[src/rtl/bist_tpg_ctrl.sv]
// BIST stimulus controller: drives a 16-bit internal-XOR LFSR bit stream into the CUT,
// holds the MISR enable through a flush window, then checks the signature against a golden value.
module bist_tpg_ctrl #(
    parameter int unsigned N_PATTERNS   = 1000,
    parameter int unsigned FLUSH_CYCLES = 2,
    parameter logic [15:0] SEED         = 16'hFFFF,
    parameter int unsigned CNT_W        = 16
) (
    input  logic             clk,
    input  logic             rst_n,
    input  logic             start,
    input  logic             seed_load,
    input  logic [15:0]      seed_in,
    input  logic [15:0]      golden_sig,
    input  logic [15:0]      sig_in,
    output logic             pattern_out,
    output logic             pattern_valid,
    output logic             misr_en,
    output logic             busy,
    output logic             done,
    output logic             pass,
    output logic [15:0]      lfsr_state,
    output logic [CNT_W-1:0] pattern_count
);

    localparam int unsigned LFSR_W  = 16;
    localparam int unsigned FLUSH_W = (FLUSH_CYCLES > 1) ? $clog2(FLUSH_CYCLES) : 1;

    localparam logic [CNT_W-1:0]   CNT_LAST   = CNT_W'(N_PATTERNS - 1);
    localparam logic [FLUSH_W-1:0] FLUSH_LAST = FLUSH_W'(FLUSH_CYCLES - 1);

    localparam logic [2:0] S_IDLE   = 3'd0;
    localparam logic [2:0] S_RUN    = 3'd1;
    localparam logic [2:0] S_SETTLE = 3'd2;
    localparam logic [2:0] S_CHECK  = 3'd3;
    localparam logic [2:0] S_DONE   = 3'd4;

    logic [2:0]         state_q, state_d;
    logic [LFSR_W-1:0]  seed_q, seed_d;
    logic [LFSR_W-1:0]  lfsr_q, lfsr_d;
    logic [CNT_W-1:0]   cnt_q, cnt_d;
    logic [FLUSH_W-1:0] flush_q, flush_d;
    logic               pass_q, pass_d;
    logic               done_q, done_d;
    logic               busy_q, busy_d;
    logic               pattern_valid_q, pattern_valid_d;
    logic               misr_en_q, misr_en_d;
    logic [LFSR_W-1:0]  load_val;

    // Same taps as the companion MISR (bits 0, 9, 14), no data injection.
    function automatic logic [LFSR_W-1:0] lfsr_step(input logic [LFSR_W-1:0] s);
        logic [LFSR_W-1:0] n;
        logic              fb;
        fb    = s[LFSR_W-1];
        n     = {s[LFSR_W-2:0], fb};
        n[9]  = s[8] ^ fb;
        n[14] = s[13] ^ fb;
        return n;
    endfunction

    always_comb begin
        state_d         = state_q;
        seed_d          = seed_q;
        lfsr_d          = lfsr_q;
        cnt_d           = cnt_q;
        flush_d         = flush_q;
        pass_d          = pass_q;
        load_val        = (seed_in == '0) ? SEED : seed_in;

        case (state_q)
            S_IDLE, S_DONE: begin
                // seed_load has priority over start in the same cycle
                if (seed_load) begin
                    seed_d = load_val;
                    lfsr_d = load_val;
                end else if (start) begin
                    state_d = S_RUN;
                    lfsr_d  = seed_q;
                    cnt_d   = '0;
                    flush_d = '0;
                    pass_d  = 1'b0;
                end
            end
            S_RUN: begin
                lfsr_d = lfsr_step(lfsr_q);
                cnt_d  = cnt_q + CNT_W'(1);
                if (cnt_q == CNT_LAST) begin
                    flush_d = '0;
                    state_d = (FLUSH_CYCLES == 0) ? S_CHECK : S_SETTLE;
                end
            end
            S_SETTLE: begin
                if (flush_q == FLUSH_LAST) begin
                    state_d = S_CHECK;
                end else begin
                    flush_d = flush_q + FLUSH_W'(1);
                end
            end
            S_CHECK: begin
                pass_d  = (sig_in == golden_sig);
                state_d = S_DONE;
            end
            default: begin
                state_d = S_IDLE;
            end
        endcase

        // Status flags decode the upcoming state so they are flop outputs aligned with it.
        pattern_valid_d = (state_d == S_RUN);
        misr_en_d       = (state_d == S_RUN) || (state_d == S_SETTLE);
        busy_d          = (state_d == S_RUN) || (state_d == S_SETTLE) || (state_d == S_CHECK);
        done_d          = (state_d == S_DONE);
    end

    always_ff @(posedge clk or negedge rst_n) begin
        if (!rst_n) begin
            state_q         <= S_IDLE;
            seed_q          <= SEED;
            lfsr_q          <= SEED;
            cnt_q           <= '0;
            flush_q         <= '0;
            pass_q          <= 1'b0;
            done_q          <= 1'b0;
            busy_q          <= 1'b0;
            pattern_valid_q <= 1'b0;
            misr_en_q       <= 1'b0;
        end else begin
            state_q         <= state_d;
            seed_q          <= seed_d;
            lfsr_q          <= lfsr_d;
            cnt_q           <= cnt_d;
            flush_q         <= flush_d;
            pass_q          <= pass_d;
            done_q          <= done_d;
            busy_q          <= busy_d;
            pattern_valid_q <= pattern_valid_d;
            misr_en_q       <= misr_en_d;
        end
    end

    assign pattern_out   = lfsr_q[LFSR_W-1];
    assign pattern_valid = pattern_valid_q;
    assign misr_en       = misr_en_q;
    assign busy          = busy_q;
    assign done          = done_q;
    assign pass          = pass_q;
    assign lfsr_state    = lfsr_q;
    assign pattern_count = cnt_q;

endmodule

[config.mk]
export PLATFORM = sky130hd
export DESIGN_NAME = bist_tpg_ctrl
export DESIGN_NICKNAME = d
export VERILOG_FILES = /design/src/rtl/bist_tpg_ctrl.sv
export SDC_FILE = /design/constraint.sdc
export NUM_CORES = 1
export LEC_CHECK = 0
export BUFFER_PORTS_ARGS = -buffer_cell sky130_fd_sc_hd__buf_2
export CAP_MARGIN = 30
export CORE_AREA = 2 2 84 86
export CTS_BUF_LIST = sky130_fd_sc_hd__clkbuf_16
export DETAILED_ROUTE_END_ITERATION = 8
export DIE_AREA = 0 0 86 88
export PLACE_DENSITY = 0.77
export SLEW_MARGIN = 20
export SYNTH_ARGS = -nofsm -noshare
export SYNTH_HDL_FRONTEND = slang
export SYNTH_SLANG_ARGS = --single-unit
[constraint.sdc]
create_clock -name clk -period 1.8 [get_ports clk]
set_clock_uncertainty 0.1 [all_clocks]
set_input_delay 0.36 -clock clk [delete_from_list [all_inputs] [get_ports clk]]
set_output_delay 0.36 -clock clk [all_outputs]
set_load 0.005 [all_outputs]
---- Yosys cells after proc, flatten, opt, wreduce, memory -nomap -nowiden ----
Cells that the tools add are included.
storage, ports and cells
  word-level logic and storage cells ...... 59
  register bits ........................... 57
  output and inout port bits .............. 38
cells by class
  bitwise operators ....................... 2
  muxes and demuxes ....................... 18
  reduce and logical (&&, ||, !) cells .... 13
  eq/ne operators ......................... 14
  add/sub/neg operators ................... 2
operators with widths
  operator                                                                  count
  16-bit two-way mux                                                        5
  16-bit one-hot mux with 2 select lines                                    2
  16-bit by 1-bit adder with 16-bit output (second input constant)          1
  16-bit by 10-bit equality test with 1-bit output (second input constant)  1
  16-bit equality test                                                      1
  16-bit zero test                                                          1
  3-bit by 2-bit equality test with 1-bit output (second input constant)    4
  3-bit two-way mux                                                         4
  3-bit one-hot mux with 4 select lines                                     1
  3-bit by 1-bit equality test with 1-bit output (second input constant)    2
  3-bit equality test (second input constant)                               2
  2-bit != test (second input constant)                                     3
  3-bit AND reduction                                                       2
  1-bit two-way mux                                                         4
  2-bit AND reduction                                                       2
  4-bit AND reduction                                                       1
  2-bit nonzero test                                                        2
  3-bit zero test                                                           1
  3-bit != test (second input constant)                                     1
  1-bit one-hot mux with 3 select lines                                     1
  3-bit nonzero test                                                        1
  1-bit logical OR                                                          2
  1-bit one-hot mux with 2 select lines                                     1
  2-bit OR reduction                                                        1
  other kinds (2)                                                           3

---- Longest topological paths before layout ----
Gate-level depths: netlist of the first run.
  depth after elaboration ................. 6
  depth in mapped cells ................... 7
  depth with buffers taken out ............ 5

---- Worst setup path before layout of the first run ----
Ideal clock, no wire load.
  path kind ............................... reg-to-reg
  start point ............................. reg state_q[0]
  end point ............................... reg cnt_q[9] (netlist: pattern_count[9])
  slack ................................... -0.069 ns
  cell stages (with the launch flop) ...... 6
  path buffers ............................ 1
  data arrival time ....................... 1.640 ns
  library setup time ...................... 0.129 ns
  required time ........................... 1.571 ns
  cell sequence ........................... dfrtp_1 buf_4 or4b_4 a2111oi_2 xnor2_1 nor2_2
between the ends
  cells in the longest elaborated chain, start to end .. 4
  elaborated cells on any way between the ends .. 9
ends and longest elaborated chain
  element                                                               line  RTL
  start, declared                                                       38    logic [2:0] state_q, state_d;
  start signal, assigned                                                128   state_q <= state_d;
  3-bit equality test / 3-bit zero test (equally long branches)         70    case (state_q)
  2-bit OR reduction                                                    70
  2-bit != test (no line) / 2-bit nonzero test (equally long branches)  -
  3-bit AND reduction (no line)                                         -
  end signal, assigned                                                  131   cnt_q <= cnt_d;
  end, declared                                                         41    logic [CNT_W-1:0] cnt_q, cnt_d;
Parallel ways exist; a longest one is shown, timed or not.
A chain may end at the register's enable or synchronous reset.

---- Final worst setup path of the first run ----
Same ends and word-level chain as after synthesis.

==> results of run 1 <==
power by group through the flow:
stage / logic [mW] / clock network, mW / registers (mW)
3_5_place_dp: 1.54 / 0 / 2.36
5_1_grt: 1.86 / 1.97 / 2.41
2_1_floorplan: 0.811 / 0 / 2.32
3_3_place_gp: 1.49 / 0 / 2.33
6_report: 1.67 / 1.87 / 2.34
4_1_cts: 1.57 / 1.90 / 2.34
metrics by stage:
stage / utilization, % / setup TNS, ps / hold WS (ps) / std cells / total power, mW
floorplan: - / -336 / -35.6 / 302 / 3.13
global route: 66.0 / -133 / 192 / 521 / 6.24
global placement: 58.8 / -7590 / 286 / 499 / 3.82
CTS: 64.1 / 0 / 180 / 516 / 5.81
finish: 66.0 / 0 / 198 / 521 / 5.89
detailed placement: 58.8 / -7610 / 287 / 499 / 3.90
layer usage:
layer	vias to the layer above	global-route usage, %	routed length [um]
met5	-	0	0
met3	14	7.16	729
met2	141	34.9	4060
met4	0	9.67	159
li1	1402	-	-
met1	1433	29.6	3380
synthesized netlist by cell type (2+ instances only):
cell       instances
nand3_1            8
and2_1             3
nor2_2             2
buf_2              5
or4_1              3
buf_4              3
nand2_1           24
xnor2_1            2
nand4_1            6
a31oi_1            2
dfstp_2           32
dfrtp_1           25
nor2_1            22
and4_1             2
a22oi_1            2
a21oi_1            5
xor2_1            22
o22a_1            16
nor2b_1            3
o21a_1             2
o21ai_0           10
o41ai_1           14
nor4_1             8
o2111ai_1          2
o31ai_1            7
nor3b_1            3
nand2b_1           4
clkbuf_1          13
and3_1             2
nor3_1            31
final cells by class:
class	instances	share of cell area, %
Sequential cell	57	33.5
Timing Repair Buffer	145	20.7
Clock inverter	7	2.37
Tap cell	80	2.28
Clock buffer	9	5.13
Multi-Input combinational cell	223	36.0
worst max-delay path, cell delays in order, from the launching register on:
cell and delay (ps):
dfrtp_2 450, or4b_4 550, a2111oi_4 360, xnor2_1 170
nor2_2 40
what timing repair did:
action	in CTS	in global routing
setup buffers	0	6
setup endpoints to repair	10	38
hold buffers	1	0
pin swaps	3	9
resized for setup	4	18
hold endpoints to repair	25	0
worst max-delay path by stage:
stage	slack, ps	end	start	depth (start not counted)
after global routing	-40	pattern_count[14]	state_q[1]	7
final	9	pattern_count[9]	state_q[0]	4
after detailed placement	-330	lfsr_state[0]	seed_in[11]	6
after CTS	1	pattern_count[9]	state_q[0]	4
after global placement	-260	seed_q[5]	seed_in[11]	7
after floorplan	-50	pattern_count[9]	state_q[0]	5
state kept, by name (all words and copies together) (netlist names):
register / flops
busy: 1
done: 1
flush_q: 1
lfsr_state: 16
misr_en: 1
pass: 1
pattern_count: 16
pattern_valid: 1
seed_q: 16
state_q: 3
kinds of logic after synthesis:
group                    after synthesis
flip-flops                            57
buffers and inverters                 22
XOR/XNOR                              24
AND/OR/NAND/NOR                      130
AO/OA/AOI/OAI                         67
multiplexers                           1
adder cells (fa/ha/maj)                1
==> impl_metrics.csv, run 1 <==
group,metric,value,unit
sta,slew_headroom,73.7,%
place,place_congestion,0.893,
sta,setup_viol,0,
grt,grt_start_max_net_pins,58,
cells_and_area,layout_common_cells,"buf_2, buf_4, dfstp_2, nor3_1, nand2_1",
setup_path,arrival,1910,ps
yosys,synthXorXnorAreaFrac,6.95,%
setup_path,endpoint_kind,"flop",
cells_and_area,drive_above_1_share,50.1,%
clocking,clock_tree.buffer_depth,2,
grt,overflow,0,
yosys,synth_ff_type,"dfstp_2",
setup_path,rr_endpoint,"pattern_count[9]",
floorplanning,io-pin-count,90,
cells_and_area,antenna_cells,0,
worst_hold_path,min-delay-start,"seed_in[14]",
yosys,yosysTopAreaCell,"dfstp_2",
yosys,seq_area_frac_synth,48.4,%
status,outcome,"complete, no violations",
setup_path,cp.required,1920,ps
cells_and_area,multi_input_area,1580,um^2
sta,setup_slack,9.15,ps
sta,fmax,0.558,GHz
worst_hold_path,hold_path.class,"input pin to flop",
cells_and_area,seq_area,1470,um^2
grt,antenna_found_initial,0,
setup_path,r2r_cells,4,
clocking,numCtsBuffers,9,
grt,grt_pass1_vias,2821,
power,power_density,1340,nW/um^2
power,sequentialPowerShare,39.8,%
yosys,synthTopCellsByArea,"dfstp_2, dfrtp_1, xor2_1",
yosys,synth_edf_count,0,
yosys,ys_async_sr_fraction,100,%
routing,ant_nets,0,
cells_and_area,layout.nets,489,
place,port_buffers,89,
clocking,cts.reportedPaths.clkPinSlew,60,ps
yosys,muxShareOfSynthArea,0.331,%
power,combPwrFrac,28.4,%
yosys,yosysUniqueCellTypes,49,
floorplanning,die_h,88,um
sta,worstMarginPinSlew,393,ps
yosys,yosysWarningCount,0,
yosys,yosys.area.top_type_share,27.8,%
yosys,synth_top_family_by_area,"simple AND/OR/NAND/NOR gates",
worst_hold_path,hold_depth,2,
yosys,netlist_instances,302,
clocking,cts_root_buffer,"clkbuf_16",
floorplanning,die_area,7570,um^2
routing,drcViolationCount,0,
power,p_leak,1.96,nW
floorplanning,initial_utilization,45.6,%
sta,drv_slew,0,
routing,wl_per_cell,16.0,um
yosys,syn_area_per_cell,10.0,um^2
routing,drtIter0Drc,168,
cells_and_area,final_common_cell,"buf_2",
routing,vias,2990,
sta,rsz0062_at_grt,"yes",
job,max_cap_violations,0,
place,dp_slack,-333,ps
setup_path,critPathLaunchType,"flop",
clocking,clock-sinks,57,
power,p_int,4.12,mW
routing,routed_wl,8320,um
cells_and_area,syn_to_final_growth,45.0,%
floorplanning,dieWidth,86,um
setup_path,r2r_start,"state_q[0]",
power,sw_frac_of_total,30.1,%
cells_and_area,fin_area,4390,um^2
power,p_sw,1.77,mW
worst_hold_path,min_to,"seed_q[14]",
power,peakVddDrop,0.831,mV
yosys,syn_area,3030,um^2
floorplanning,fp-row-count,30,
yosys,synth_nets,355,
place,placed_area,3900,um^2
clocking,tritoncts,"yes",
clocking,htreeDepth,3,
grt,grt_pass1_wl,13300,um
setup_path,path_class,"flop to flop",
routing,via_per_inst,5.74,
yosys,synth-simple-area-share,23.2,%
setup_path,r2r_slack,9,ps
power,p_clk_share,31.8,%
cells_and_area,fillers,522,
setup_path,cp_max_fo,6,
yosys,synth_compound_area_share,17.1,%
sta,fin_crit,1790,ps
floorplanning,core,6640,um^2
sta,hold_viol_final,0,
clocking,clock_latency,330,ps
sta,finalCritPeriodShare,99.5,%
yosys,yosys.area_share.adder,0.413,%
routing,dr.pass1.iters,4,
grt,gr-usage-all-layers,22.7,%
yosys,synth-seq-cells,57,
place,dp_hpwl,5710,um
Note: power is estimated with default switching activity, not from simulation.
==> run 2, diff against run 1 <==
Settings changed: RECOVER_POWER from default to 100.
==> run 2 against run 1 <==
  * Critical path depth is the same
  * Register-to-register slack barely moved
  * Non-clock buffer count is the same
  * Cell count is the same
==> impl_metrics.csv, run 2 (same netlist as run 1, synthesis figures left out) <==
group,metric,value,unit
cells_and_area,drive_above_1_share,44.0,%
clocking,cts.reportedPaths.clkPinSlew,60,ps
clocking,clock_tree.buffer_depth,2,
floorplanning,core,6640,um^2
routing,wl_per_cell,16.0,um
setup_path,cp_slowest_stage_delay,550,ps
cells_and_area,syn_to_final_growth,43.4,%
worst_hold_path,min_to,"seed_q[14]",
setup_path,endpoint_kind,"flop",
power,sw_frac_of_total,30.8,%
cells_and_area,antenna_cells,0,
grt,antenna_found_initial,0,
grt,grt_pass1_wl,13300,um
cells_and_area,layout.nets,489,
sta,slew_headroom,48.8,%
sta,rsz0062_at_grt,"yes",
worst_hold_path,hold_depth,2,
setup_path,r2r_start,"state_q[0]",
worst_hold_path,min-delay-start,"seed_in[14]",
power,power_density,1340,nW/um^2
routing,dr.pass1.iters,4,
setup_path,cp_slowest_cell,"or4b_4",
sta,worstMarginPinSlew,768,ps
place,dp_hpwl,5710,um
routing,via_per_inst,5.71,
setup_path,r2r_slack,8,ps
grt,grt_pass1_vias,2821,
power,combPwrFrac,28.1,%
clocking,htreeDepth,3,
power,peakVddDrop,0.837,mV
routing,vias,2973,
floorplanning,io-pin-count,90,
clocking,cts_root_buffer,"clkbuf_16",
sta,hold_viol_final,0,
grt,gr-usage-all-layers,22.7,%
place,port_buffers,89,
routing,drcViolationCount,0,
setup_path,r2r_cells,4,
sta,finalCritPeriodShare,99.6,%
routing,ant_nets,0,
power,p_sw,1.79,mW
grt,use_met1,29.6,%
power,sequentialPowerShare,39.5,%
grt,gr-usage-met3,7.16,%
power,p_int,4.01,mW
setup_path,arrival,1910,ps
place,place_congestion,0.893,
cells_and_area,layout_common_cells,"buf_2, buf_4, nor3_1, nand2_1",
setup_path,critPathLaunchType,"flop",
clocking,clock-sinks,57,
floorplanning,initial_utilization,45.6,%
routing,drtIter0Drc,215,
power,p_clk_share,32.4,%
floorplanning,dieWidth,86,um
clocking,tritoncts,"yes",
routing,routed_wl,8330,um
sta,drv_slew,0,
clocking,numCtsBuffers,9,
floorplanning,fp-row-count,30,
cells_and_area,instances_no_fill,521,
grt,grt_start_max_net_pins,58,
sta,fin_crit,1790,ps
cells_and_area,utilization,65.3,%
setup_path,path_buf_inv,0,
grt,busiest_layer,"met2",
worst_hold_path,hold_path.class,"input pin to flop",
power,p_leak,1.91,nW
sta,setup_viol,0,
sta,setup_slack,8.00,ps
setup_path,cp.required,1920,ps
floorplanning,die_area,7570,um^2
sta,fmax,0.558,GHz
cells_and_area,final_common_cell,"buf_2",
floorplanning,die_h,88,um
setup_path,crit_family,"simple AND/OR/NAND/NOR gates",
setup_path,rr_endpoint,"pattern_count[9]",
setup_path,cp_cell_sequence,"or4b_4, a2111oi_4, xnor2_1, nor2_2",
setup_path,cp_max_fo,6,
grt,overflow,0,
job,max_cap_violations,0,
place,dp_slack,-333,ps
place,dp.cells,499,
clocking,clock_latency,340,ps
setup_path,path_class,"flop to flop",
power,total_power,5.80,mW
grt,global_route.usage.met2,34.9,%
status,outcome,"complete, no violations",
run 2: cell count changes in the layout (fill, tap and decap cells not counted), sizes merged:
cell    before  now
buf        144  132
clkbuf       9   21
run 2: routing by layer:
metal,up-vias,routed length (um)
met1,1425,3360
met5,-,0
met4,0,178
li1,1403,-
met2,127,4110
met3,18,690
run 2: final cells by class:
class                      count  area [um^2]
clock buffer                   9          225
clock inverter                 7          104
fill                         531         2300
multi-input combinational    223         1570
sequential                    57         1470
tap                           80          100
timing repair buffer         145          870
run 2: repair_timing:
| item | CTS | global route |
|---|---|---|
| pin swaps | 3 | 9 |
| endpoints found under the hold margin | 25 | 0 |
| buffers inserted | 0 | 6 |
| resized for setup | 4 | 18 |
| hold buffers | 1 | 0 |
| setup endpoints to repair | 10 | 38 |
run 2: worst max-delay path by stage:
stage	from	endpoint	slack [ps]	depth (start not counted)
floorplan	state_q[0]	pattern_count[9]	-50	5
global placement	seed_in[11]	seed_q[5]	-260	7
detailed placement	seed_in[11]	lfsr_state[0]	-330	6
CTS	state_q[0]	pattern_count[9]	1	4
global route	state_q[1]	pattern_count[14]	-40	7
finish	state_q[0]	pattern_count[9]	8	4
run 2: per-stage QoR:
| stage | cell area, um^2 | setup TNS (ps) | hold WS, ps |
|---|---|---|---|
| after floorplan | 3040 | -336 | -35.6 |
| after global placement | 3900 | -7590 | 286 |
| after CTS | 4260 | 0 | 180 |
| after global routing | 4340 | -237 | 192 |
| after detailed placement | 3900 | -7610 | 287 |
| final | 4340 | 0 | 191 |
run 2: power by group through the flow:
stage | logic, mW | registers (mW) | clock network [mW]
after global routing | 1.81 | 2.35 | 1.97
after floorplan | 0.811 | 2.32 | 0
final | 1.63 | 2.29 | 1.88
after global placement | 1.49 | 2.33 | 0
after detailed placement | 1.54 | 2.36 | 0
after CTS | 1.57 | 2.34 | 1.90
==> run 3, diff against run 2 <==
Settings changed: CORE_AREA 2 2 84 86 to 3 3 100 74, DIE_AREA 0 0 86 88 to 0 0 103 77, PLACE_DENSITY 0.77 to default, PLACE_DENSITY_LB_ADDON from default to 0.08.
==> run 3 against run 2 <==
  * Largest power group unchanged
  * Register-to-register slack hardly changed
  * Largest cell class unchanged
  * Global-route usage is 0.075 points lower
  * Fmax is 0.27% lower
  * Clock power is 18% lower
  * Setup slack worse by 4.9 ps
  * Total power is 2.9% lower
==> impl_metrics.csv, run 3 (same netlist as run 1, synthesis figures left out) <==
group,metric,value,unit
status,outcome,"complete, no violations",
place,dp.cells,506,
setup_path,endpoint_kind,"flop",
setup_path,crit_family,"simple AND/OR/NAND/NOR gates",
floorplanning,initial_utilization,46.1,%
setup_path,critPathLaunchType,"flop",
clocking,clock_latency,320,ps
cells_and_area,seq_area,1470,um^2
grt,grt_start_max_net_pins,58,
sta,setup_slack,3.14,ps
cells_and_area,syn_to_final_growth,45.6,%
routing,vias,3005,
clocking,clock-sinks,57,
floorplanning,dieWidth,103,um
cells_and_area,utilization,67.1,%
setup_path,cp_max_fo,5,
setup_path,path_buf_inv,0,
setup_path,cp_cell_sequence,"or4b_4, a2111oi_4, xnor2_1, nor2_2",
grt,antenna_found_initial,0,
cells_and_area,fillers,539,
cells_and_area,layout_common_cells,"buf_2, buf_4, dfstp_2, nor3_1, nand2_1",
routing,drcViolationCount,0,
setup_path,path_class,"flop to flop",
setup_path,cp.required,1910,ps
cells_and_area,layout.nets,495,
setup_path,arrival,1910,ps
routing,ant_nets,0,
floorplanning,die_h,77,um
power,peakVddDrop,0.520,mV
power,total_power,5.63,mW
cells_and_area,drive_above_1_share,50.1,%
clocking,cts_root_buffer,"clkbuf_16",
sta,slew_headroom,48.5,%
floorplanning,die_area,7930,um^2
cells_and_area,antenna_cells,0,
routing,wl_per_cell,16.6,um
routing,dr.pass1.iters,4,
cells_and_area,multi_input_area,1610,um^2
clocking,clock_tree.buffer_depth,2,
sta,setup-tns-final,0,ps
sta,worstMarginPinSlew,772,ps
cells_and_area,instances_no_fill,528,
routing,drtIter0Drc,176,
setup_path,cp_slowest_stage_delay,560,ps
routing,routed_wl,8770,um
grt,gr-usage-all-layers,22.6,%
sta,fmax,0.557,GHz
place,placed_area,3950,um^2
clocking,htreeDepth,3,
sta,setup_viol,0,
power,power_density,1280,nW/um^2
cells_and_area,final_common_cell,"buf_2",
sta,hold_slack,210,ps
floorplanning,io-pin-count,90,
sta,drv_slew,0,
setup_path,r2r_slack,3,ps
setup_path,cp_slowest_cell,"or4b_4",
cells_and_area,fin_area,4410,um^2
place,place_congestion,0.755,
place,port_buffers,89,
routing,via_per_inst,5.69,
sta,fin_crit,1800,ps
sta,finalCritPeriodShare,99.8,%
grt,grt_pass1_vias,2954,
grt,overflow,0,
job,max_cap_violations,0,
floorplanning,fp-row-count,25,
floorplanning,core,6570,um^2
place,dp_hpwl,5980,um
clocking,numCtsBuffers,9,
clocking,tritoncts,"yes",
clocking,cts.reportedPaths.clkPinSlew,50,ps
sta,hold_viol_final,0,
power,p_leak,1.98,nW
grt,grt_pass1_wl,13900,um
sta,rsz0062_at_grt,"yes",
place,dp_slack,-207,ps
worst_hold_path,hold_path.class,"input pin to flop",
-- run 3: cell type report --
| class | instances | area share [%] |
|---|---|---|
| multi-input cells | 223 | 36.6 |
| flip-flops and latches | 57 | 33.4 |
| repair buffers | 151 | 21.5 |
| clock buffers | 10 | 5.68 |
| well taps | 81 | 2.30 |
| clock inverters | 6 | 0.539 |
-- run 3: worst register-to-register path: stages (launching register included) --
cell and delay (ps):
dfrtp_2 440, or4b_4 560, a2111oi_4 370, xnor2_1 170
nor2_2 40
-- run 3: what timing repair did --
action / 4_1_cts / 5_1_grt
hold buffers: 1 / 0
gates resized for setup: 2 / 27
endpoints found under the hold margin: 25 / 0
pin swaps: 4 / 6
setup buffers: 1 / 4
setup endpoints to repair: 5 / 22
-- run 3: final timing paths --
path                       depth (start not counted)     startpoint               end
min in group asynchronous                          3          rst_n  pattern_count[5]
setup / recovery                                   4     state_q[0]  pattern_count[9]
hold reg to reg                                    2  lfsr_state[2]     lfsr_state[2]
setup reg to reg                                   4     state_q[0]  pattern_count[9]
max in group asynchronous                          3          rst_n        state_q[0]
hold / removal                                     2     seed_in[7]         seed_q[7]
-- run 3: power breakdown --
| group | internal [mW] | switching, mW | leakage (nW) |
|---|---|---|---|
| Sequential | 1.99 | 0.373 | 0.652 |
| Combinational | 0.943 | 0.784 | 1.18 |
| Clock | 0.985 | 0.560 | 0.142 |
-- run 3: per-layer routing --
layer | track usage [%] | routed length (um) | up-vias
li1 | - | - | 1416
met1 | 31.3 | 3940 | 1457
met2 | 34.0 | 4010 | 125
met3 | 7.09 | 723 | 7
met4 | 6.21 | 89 | 0
met5 | 0 | 0 | -
